**src/rtl/arbitro_memoria.sv**
```systemverilog
// -----------------------------------------------------------------------------
// arbitro_memoria
// Arbiter that shares one single-port synchronous memory between an
// instruction-fetch port (read only) and a data port (load/store).
// A transaction is IDLE -> ISSUE -> [WAIT x WAIT_CYCLES] -> ACK -> IDLE.
// Stores skip WAIT. Ties are broken round-robin.
//
// Ports
//   clock, reset        clock (rising edge), asynchronous active-high reset
//   f_req, f_addr       fetch request and byte address
//   f_ack, f_rdata      fetch completion pulse and registered read data
//   d_req, d_we         data request, 1 = store / 0 = load
//   d_addr, d_wdata     data byte address and store data
//   d_ack, d_rdata      data completion pulse and registered load data
//   mem_addr/wdata/we   memory address, write data and write enable
//   mem_rdata           memory read data, valid WAIT_CYCLES after address cycle
//   busy, state         FSM not idle, FSM state (IDLE=0 ISSUE=1 WAIT=2 ACK=3)
// -----------------------------------------------------------------------------
module arbitro_memoria #(
   parameter int unsigned WAIT_CYCLES = 1
) (
   input  logic        clock,
   input  logic        reset,
   input  logic        f_req,
   input  logic [31:0] f_addr,
   output logic        f_ack,
   output logic [31:0] f_rdata,
   input  logic        d_req,
   input  logic        d_we,
   input  logic [31:0] d_addr,
   input  logic [31:0] d_wdata,
   output logic        d_ack,
   output logic [31:0] d_rdata,
   output logic [31:0] mem_addr,
   output logic [31:0] mem_wdata,
   output logic        mem_we,
   input  logic [31:0] mem_rdata,
   output logic        busy,
   output logic [1:0]  state
);

   typedef enum logic [1:0] {
      S_IDLE  = 2'd0,
      S_ISSUE = 2'd1,
      S_WAIT  = 2'd2,
      S_ACK   = 2'd3
   } t_state;

   localparam logic [3:0] LP_LAST = 4'(WAIT_CYCLES - 1);

   t_state      r_state;
   t_state      w_next;
   logic        w_grant;
   logic        w_pick_d;
   logic        w_last_wait;
   // r_gnt_d is the current grant while busy and the last grant while idle
   logic        r_gnt_d;
   logic        r_we;
   logic [3:0]  r_cnt;
   logic [31:0] r_addr;
   logic [31:0] r_wdata;
   logic [31:0] r_frd;
   logic [31:0] r_drd;

   assign w_last_wait = (r_state == S_WAIT) && (r_cnt == LP_LAST);

   always_comb begin
      w_next   = r_state;
      w_grant  = 1'b0;
      w_pick_d = 1'b0;
      case (r_state)
         S_IDLE: begin
            if (f_req || d_req) begin
               w_grant  = 1'b1;
               // On a tie the data port wins unless it was granted last
               w_pick_d = d_req && (!f_req || !r_gnt_d);
               w_next   = S_ISSUE;
            end
         end
         S_ISSUE: w_next = r_we ? S_ACK : S_WAIT;
         S_WAIT:  if (w_last_wait) w_next = S_ACK;
         S_ACK:   w_next = S_IDLE;
         default: w_next = S_IDLE;
      endcase
   end

   always_ff @(posedge clock or posedge reset) begin
      if (reset) begin
         r_state <= S_IDLE;
         r_gnt_d <= 1'b0;
         r_we    <= 1'b0;
         r_cnt   <= 4'd0;
         r_addr  <= 32'd0;
         r_wdata <= 32'd0;
         r_frd   <= 32'd0;
         r_drd   <= 32'd0;
      end else begin
         r_state <= w_next;
         if (w_grant) begin
            r_gnt_d <= w_pick_d;
            r_we    <= w_pick_d && d_we;
            r_addr  <= w_pick_d ? d_addr : f_addr;
            // Fetches carry no write data; drive zero rather than stale data
            r_wdata <= w_pick_d ? d_wdata : 32'd0;
         end
         if (r_state == S_ISSUE)
            r_cnt <= 4'd0;
         else if ((r_state == S_WAIT) && !w_last_wait)
            r_cnt <= r_cnt + 4'd1;
         // Only the granted requester's read register is updated
         if (w_last_wait) begin
            if (r_gnt_d) r_drd <= mem_rdata;
            else         r_frd <= mem_rdata;
         end
      end
   end

   assign mem_addr  = r_addr;
   assign mem_wdata = r_wdata;
   assign mem_we    = (r_state == S_ISSUE) && r_we;
   assign f_ack     = (r_state == S_ACK) && !r_gnt_d;
   assign d_ack     = (r_state == S_ACK) && r_gnt_d;
   assign f_rdata   = r_frd;
   assign d_rdata   = r_drd;
   assign busy      = (r_state != S_IDLE);
   assign state     = r_state;

endmodule
```
**config.mk**
```make
export PLATFORM = sky130hd
export DESIGN_NAME = arbitro_memoria
export DESIGN_NICKNAME = d
export VERILOG_FILES = /design/src/rtl/arbitro_memoria.sv
export SDC_FILE = /design/constraint.sdc
export NUM_CORES = 1
export LEC_CHECK = 0
export BUFFER_PORTS_ARGS = -buffer_cell sky130_fd_sc_hd__buf_2
export CORE_ASPECT_RATIO = 1.1
export CORE_MARGIN = 5
export CORE_UTILIZATION = 41
export CTS_CLUSTER_DIAMETER = 100
export DETAILED_ROUTE_END_ITERATION = 7
export GPL_TIMING_DRIVEN = 1
export PLACE_DENSITY = 0.77
export SETUP_SLACK_MARGIN = 0.5
export SKIP_CTS_REPAIR_TIMING = 1
export SYNTH_ARGS = -nofsm -noshare
export SYNTH_HDL_FRONTEND = slang
export SYNTH_SLANG_ARGS = --single-unit
```
**constraint.sdc**
```tcl
create_clock -name clock -period 5.1 [get_ports clock]
set_input_delay 1.02 -clock clock [delete_from_list [all_inputs] [get_ports clock]]
set_output_delay 1.02 -clock clock [all_outputs]
set_load 0.005 [all_outputs]
```
-- Word-level counts from Yosys, hierarchy flattened
Cells that the tools add are included.
Widths: inputs -> output; s select.
- memory bits (writable): 0
- register bits after elaboration: 136
- bits in latches: 0
- memories: 0
- bits of input ports: 133
- logic and storage cells: 46
- output and inout port bits: 134
- memory bits (read-only): 0
- shift-type cells: 0
- multiply operators: 0
- eq/ne operators: 5
- bitwise gates (word level): 1
- $lt $le $gt $ge: 0
- mux-type cells: 12
- reduce and logical (&&, ||, !) cells: 19
- add/subtract/negate cells: 1
- div/mod/pow operators: 0
- operators with widths (kind ; count):
    $mux 32 ; 2
    $mux 4 ; 2
    $pmux 2 s4 ; 1
    $logic_and 1x1->1 ; 7
    $reduce_and 2->1 ; 3
    $mux 1 ; 5
    $add 4x1->4 const B ; 1
    $eq 2x2->1 const B ; 2
    $logic_not 4->1 ; 1
    $mux 2 ; 2
    $ne 2x2->1 const B ; 2
    $reduce_bool 2->1 ; 2
    $logic_not 1->1 ; 3
    $eq 2x1->1 const B ; 1
    $logic_not 2->1 ; 1
    $logic_or 1x1->1 ; 2
    $not 1->1 ; 1

-- Longest topological paths before layout
- depth after elaboration: 6
- depth in mapped cells: 8
- mapped depth without buffers: 5

-- Worst setup path after synthesis
No wires, ideal clock.
- kind: input port to flip-flop
- start point: input d_req
- end point: register r_wdata[0], in the netlist mem_wdata[0]
- arrival time: 1.921 ns
- stages on the path: 4
- slack: 3.113 ns
- buffers on the path: 2
- setup time: 0.065 ns
- cells stage by stage: buf_2 -> o21ai_1 -> clkbuf_1 -> a22o_1
- cells in the longest elaborated chain, start to end: 4
- ends and longest elaborated chain (element ; RTL line ; RTL):
    start: declaration ; 28 ; input logic d_req,
    $logic_and 1x1->1 or $logic_or 1x1->1 (tied branches) ; 76, 73 ;
    $mux 1 ; 73 ; if (f_req || d_req) begin
    $mux 1 ; 71 ; case (r_state)
    $mux 32 ; 104 ; r_wdata <= w_pick_d ? d_wdata : 32'd0;
    end signal: assignment ; 104 ;
    end: declaration ; 61 ; logic [31:0] r_wdata;
Parallel ways exist; a longest one is shown, timed or not.
A chain may end at the register's enable or synchronous reset.

-- Worst setup path after layout
- start point: register r_state[0], in the netlist state[0]
- end point: output busy
- cells in the longest elaborated chain, start to end: 1
- ends and longest elaborated chain (element ; RTL line ; RTL):
    start: declaration ; 51 ; t_state r_state;
    start signal: assignment ; 98 ; r_state <= w_next;
    $reduce_bool 2->1 ; 125 ; assign busy = (r_state != S_IDLE);
    end: declaration ; 38 ; output logic busy,
Every way passes these cells.

==> impl_metrics.csv <==
group,metric,value,unit
run_status,status,"complete, no violations",
setup_path,cpLargestDelayFamily,"buffers and inverters",
timing,rsz0062_at_grt,"false",
logic_synthesis,synth_fp_nets,589,
global_routing,grt_pass1_wl,25480,um
logic_synthesis,synth_seq_area_share,0.5860,
route,firstDrtPassIters,4,
setup_path,cp_slowest_cell,"dfrtp_1",
placement,numPortBuffers,266,
logic_synthesis,yosysWarnings,0,
timing,fin_setup_tns,0,ns
clock_tree,htree_levels,4,
floorplanning,die_x,123.5,um
route,via_per_inst,5.270,
route,vias,4748,
timing,skew,0.006018,ns
setup_path,arrival,1.91,ns
timing,slew_headroom,0.2798,
logic_synthesis,syn_inst,450,
setup_path,r2r-end,"mem_wdata[3]",
placement,dp_cells,870,
power,power_frac_comb,0.384,
setup_path,worstPathRequired,4.08,ns
worst_hold_path,hp-class,"reg -> reg",
power,p_per_area,650.5,nW/um^2
floorplanning,core,13850,sq um
route,drcViolationCount,0,
logic_synthesis,ys_types,34,
setup_path,path_buf_inv,4,
floorplanning,pin_count,267,
timing,fin_crit_sh,0.5753,
route,routedWlPerCell,17.93,um
power,power.leakage,3.798,nW
floorplanning,die_area,16650,sq um
finish,area.growth.synth_to_final,35.24,%
clock_tree,cts_buffers,17,
setup_path,path_class,"reg -> out",
placement,hpwl,11660,um
setup_path,startpoint,"state[0]",
timing,slew_violations,0,
timing,tightest_slew,1.080,ns
setup_path,reg2regPathDepth,6,
route,routed_wl,16160,um
global_routing,grt_pass1_vias,5101,
logic_synthesis,synth_seq_cells,136,
global_routing,grt_overflow_total,0,
clock_tree,clockBufferDepth,2,
global_routing,antenna_found_initial,0,
setup_path,start_kind,"flop",
logic_synthesis,avgSynthCellArea,12.91,sq um
placement,place.gp.congestion,0.8464,
setup_path,reg2reg_from,"state[0]",
flow_run,maxCapViolations,0,
finish,nets,840,
power,intPower,0.003441,W
finish,n_antenna_cell,0,
floorplanning,floorplan.initialDensity,0.4193,
power,p_clk_frac,0.243,
clock_tree,clkLatencyLatePin,0.40,ns
power,peakVddDrop,236.8,uV
setup_path,max_stage_delay,0.42,ns
timing,setup_viol,0,
timing,hold_viol,0,
clock_tree,cts-root-buf,"clkbuf_16",
setup_path,critPathCaptureType,"primary output",
floorplanning,dieHeight,134.8,um
route,ant_nets,0,
setup_path,path_depth,5,
setup_path,crit_path_cell_trace,"inv_1, ha_1, buf_4, inv_1, buf_2",
logic_synthesis,syn-cell-area,5808,sq um
global_routing,grt_max_degree,68,
power,p_switching,0.001668,W
clock_tree,clock-sinks,136,
clock_tree,cts.clk_slew.worst_paths,0.05,ns
setup_path,crit_fanout,33,
timing,clock.fmax,340.9,MHz
setup_path,ff2ff_setup_slack,2.71,ns
finish,instances_no_fill,901,
power,switching_share,0.3265,
setup_path,cp_common_cell,"inv_1",
global_routing,grtUsageTotal,0.1939,
power,pwr-share-seq,0.373,
route,drtIter0Drc,250,
floorplanning,num_rows,45,
setup_path,critPathCapture,"busy",
timing,period_needed,2.934,ns
finish,drive_gt1_frac,0.5231,
clock_tree,cts_tree,"yes",
## cells by family after synthesis
| family | share of synthesized area |
|---|---|
| adders and majority gates | 0.01293 |
| DFF | 0.5860 |
| buffers and inverters | 0.04071 |
| muxes | 0.1454 |
| and+or+nand+nor | 0.03899 |
| AOI/OAI and AO/OA | 0.1745 |
| xor gates and xnor gates | 0.001508 |
## final cells by class
type                       count  area [sq um]
sequential                   136          3403
clock inverter                11         146.4
timing repair buffer         273          1396
fill                        1178          5996
multi-input combinational    263          2176
inverter                      10         41.29
tap                          188         235.2
clock buffer                  20         456.7
## flip-flops by register name, summed over array words and instances, names as in the netlist
name	count
f_rdata	32
mem_wdata	32
r_cnt	4
state	2
d_rdata	32
mem_addr	32
r_gnt_d	1
r_we	1
## per-stage QoR
stage / util / power, W / hold slack (ns) / setup slack, ns / instance area (sq um)
final: 0.5671 / 0.005109 / 0.4973 / 2.166 / 7855
after global routing: 0.5671 / 0.005447 / 0.5139 / 2.035 / 7855
after CTS: 0.5671 / 0.005168 / 0.5012 / 2.158 / 7855
after detailed placement: 0.5236 / 0.003901 / 0.4883 / 1.884 / 7252
after global placement: 0.5236 / 0.003805 / 0.4811 / 1.971 / 7252
after floorplan: - / 0.003062 / 0.4645 / 2.387 / 5812
## cells in the final DEF (no fill, tap or decap), types with 2 or more instances in the layout
| cell type | synthesis | layout |
|---|---|---|
| ha_1 | 6 | 6 |
| and2_1 | 2 | 2 |
| bufinv_16 | 0 | 3 |
| dfrtp_1 | 136 | 136 |
| clkinv_2 | 0 | 3 |
| nand2_1 | 4 | 4 |
| a31oi_1 | 32 | 32 |
| clkinv_4 | 0 | 2 |
| nor2_1 | 34 | 33 |
| inv_1 | 9 | 8 |
| buf_4 | 0 | 6 |
| mux2_2 | 35 | 35 |
| buf_2 | 12 | 266 |
| a22o_1 | 33 | 33 |
| o21ai_0 | 34 | 34 |
| nand3_1 | 3 | 3 |
| o2111ai_1 | 32 | 32 |
| clkinvlp_4 | 0 | 3 |
| clkbuf_8 | 0 | 2 |
| a21oi_1 | 3 | 3 |
| mux2_4 | 30 | 30 |
| clkbuf_16 | 0 | 17 |
## synthesized netlist by cell type, drive strengths merged
cell type	count	area [sq um]
o21a	1	7.510
or3b	1	8.760
a2111o	1	11.26
o22ai	1	6.260
a21oi	3	15.01
mux2	65	844.6
nand3	3	15.01
nor2	34	127.6
o211a	1	10.01
clkbuf	23	86.33
inv	9	33.78
and4bb	1	12.51
o21ai	35	175.2
xnor2	1	8.760
ha	6	75.07
nor3b	1	7.510
o32a	1	10.01
buf	18	112.6
nor2b	1	6.260
and2	4	27.53
nand4	1	6.260
a211o	1	8.760
o2111ai	32	280.3
a22o	33	289.0
clkinv	1	3.750
a31oi	32	200.2
dfrtp	136	3403
nand2	4	15.01
## power by group through the flow
stage	Sequential (W)	Combinational [W]	Clock [W]
after floorplan	0.00193	0.00113	0
after global placement	0.00189	0.00192	0
after detailed placement	0.00191	0.00199	0
after CTS	0.00191	0.00199	0.00127
after global routing	0.00197	0.00216	0.00132
final	0.00191	0.00196	0.00124
## layer usage
layer  share of wire  up-vias  global-route usage
met4           0.021        0             0.07323
met3           0.083       24             0.05907
met5               0        -                   0
met1            0.39     2317              0.2282
met2            0.51      224              0.3312
li1                -     2183                   -
## worst min path at each step
stage	startpoint	end	slack (ns)	cells after the start
floorplan	r_we	r_we	0.46	1
global placement	d_rdata[26]	d_rdata[26]	0.48	1
detailed placement	f_rdata[17]	f_rdata[17]	0.49	1
CTS	d_rdata[22]	d_rdata[22]	0.50	1
global route	d_rdata[14]	d_rdata[14]	0.51	1
finish	d_rdata[16]	d_rdata[16]	0.50	1
(Power assumes the default switching activity.)
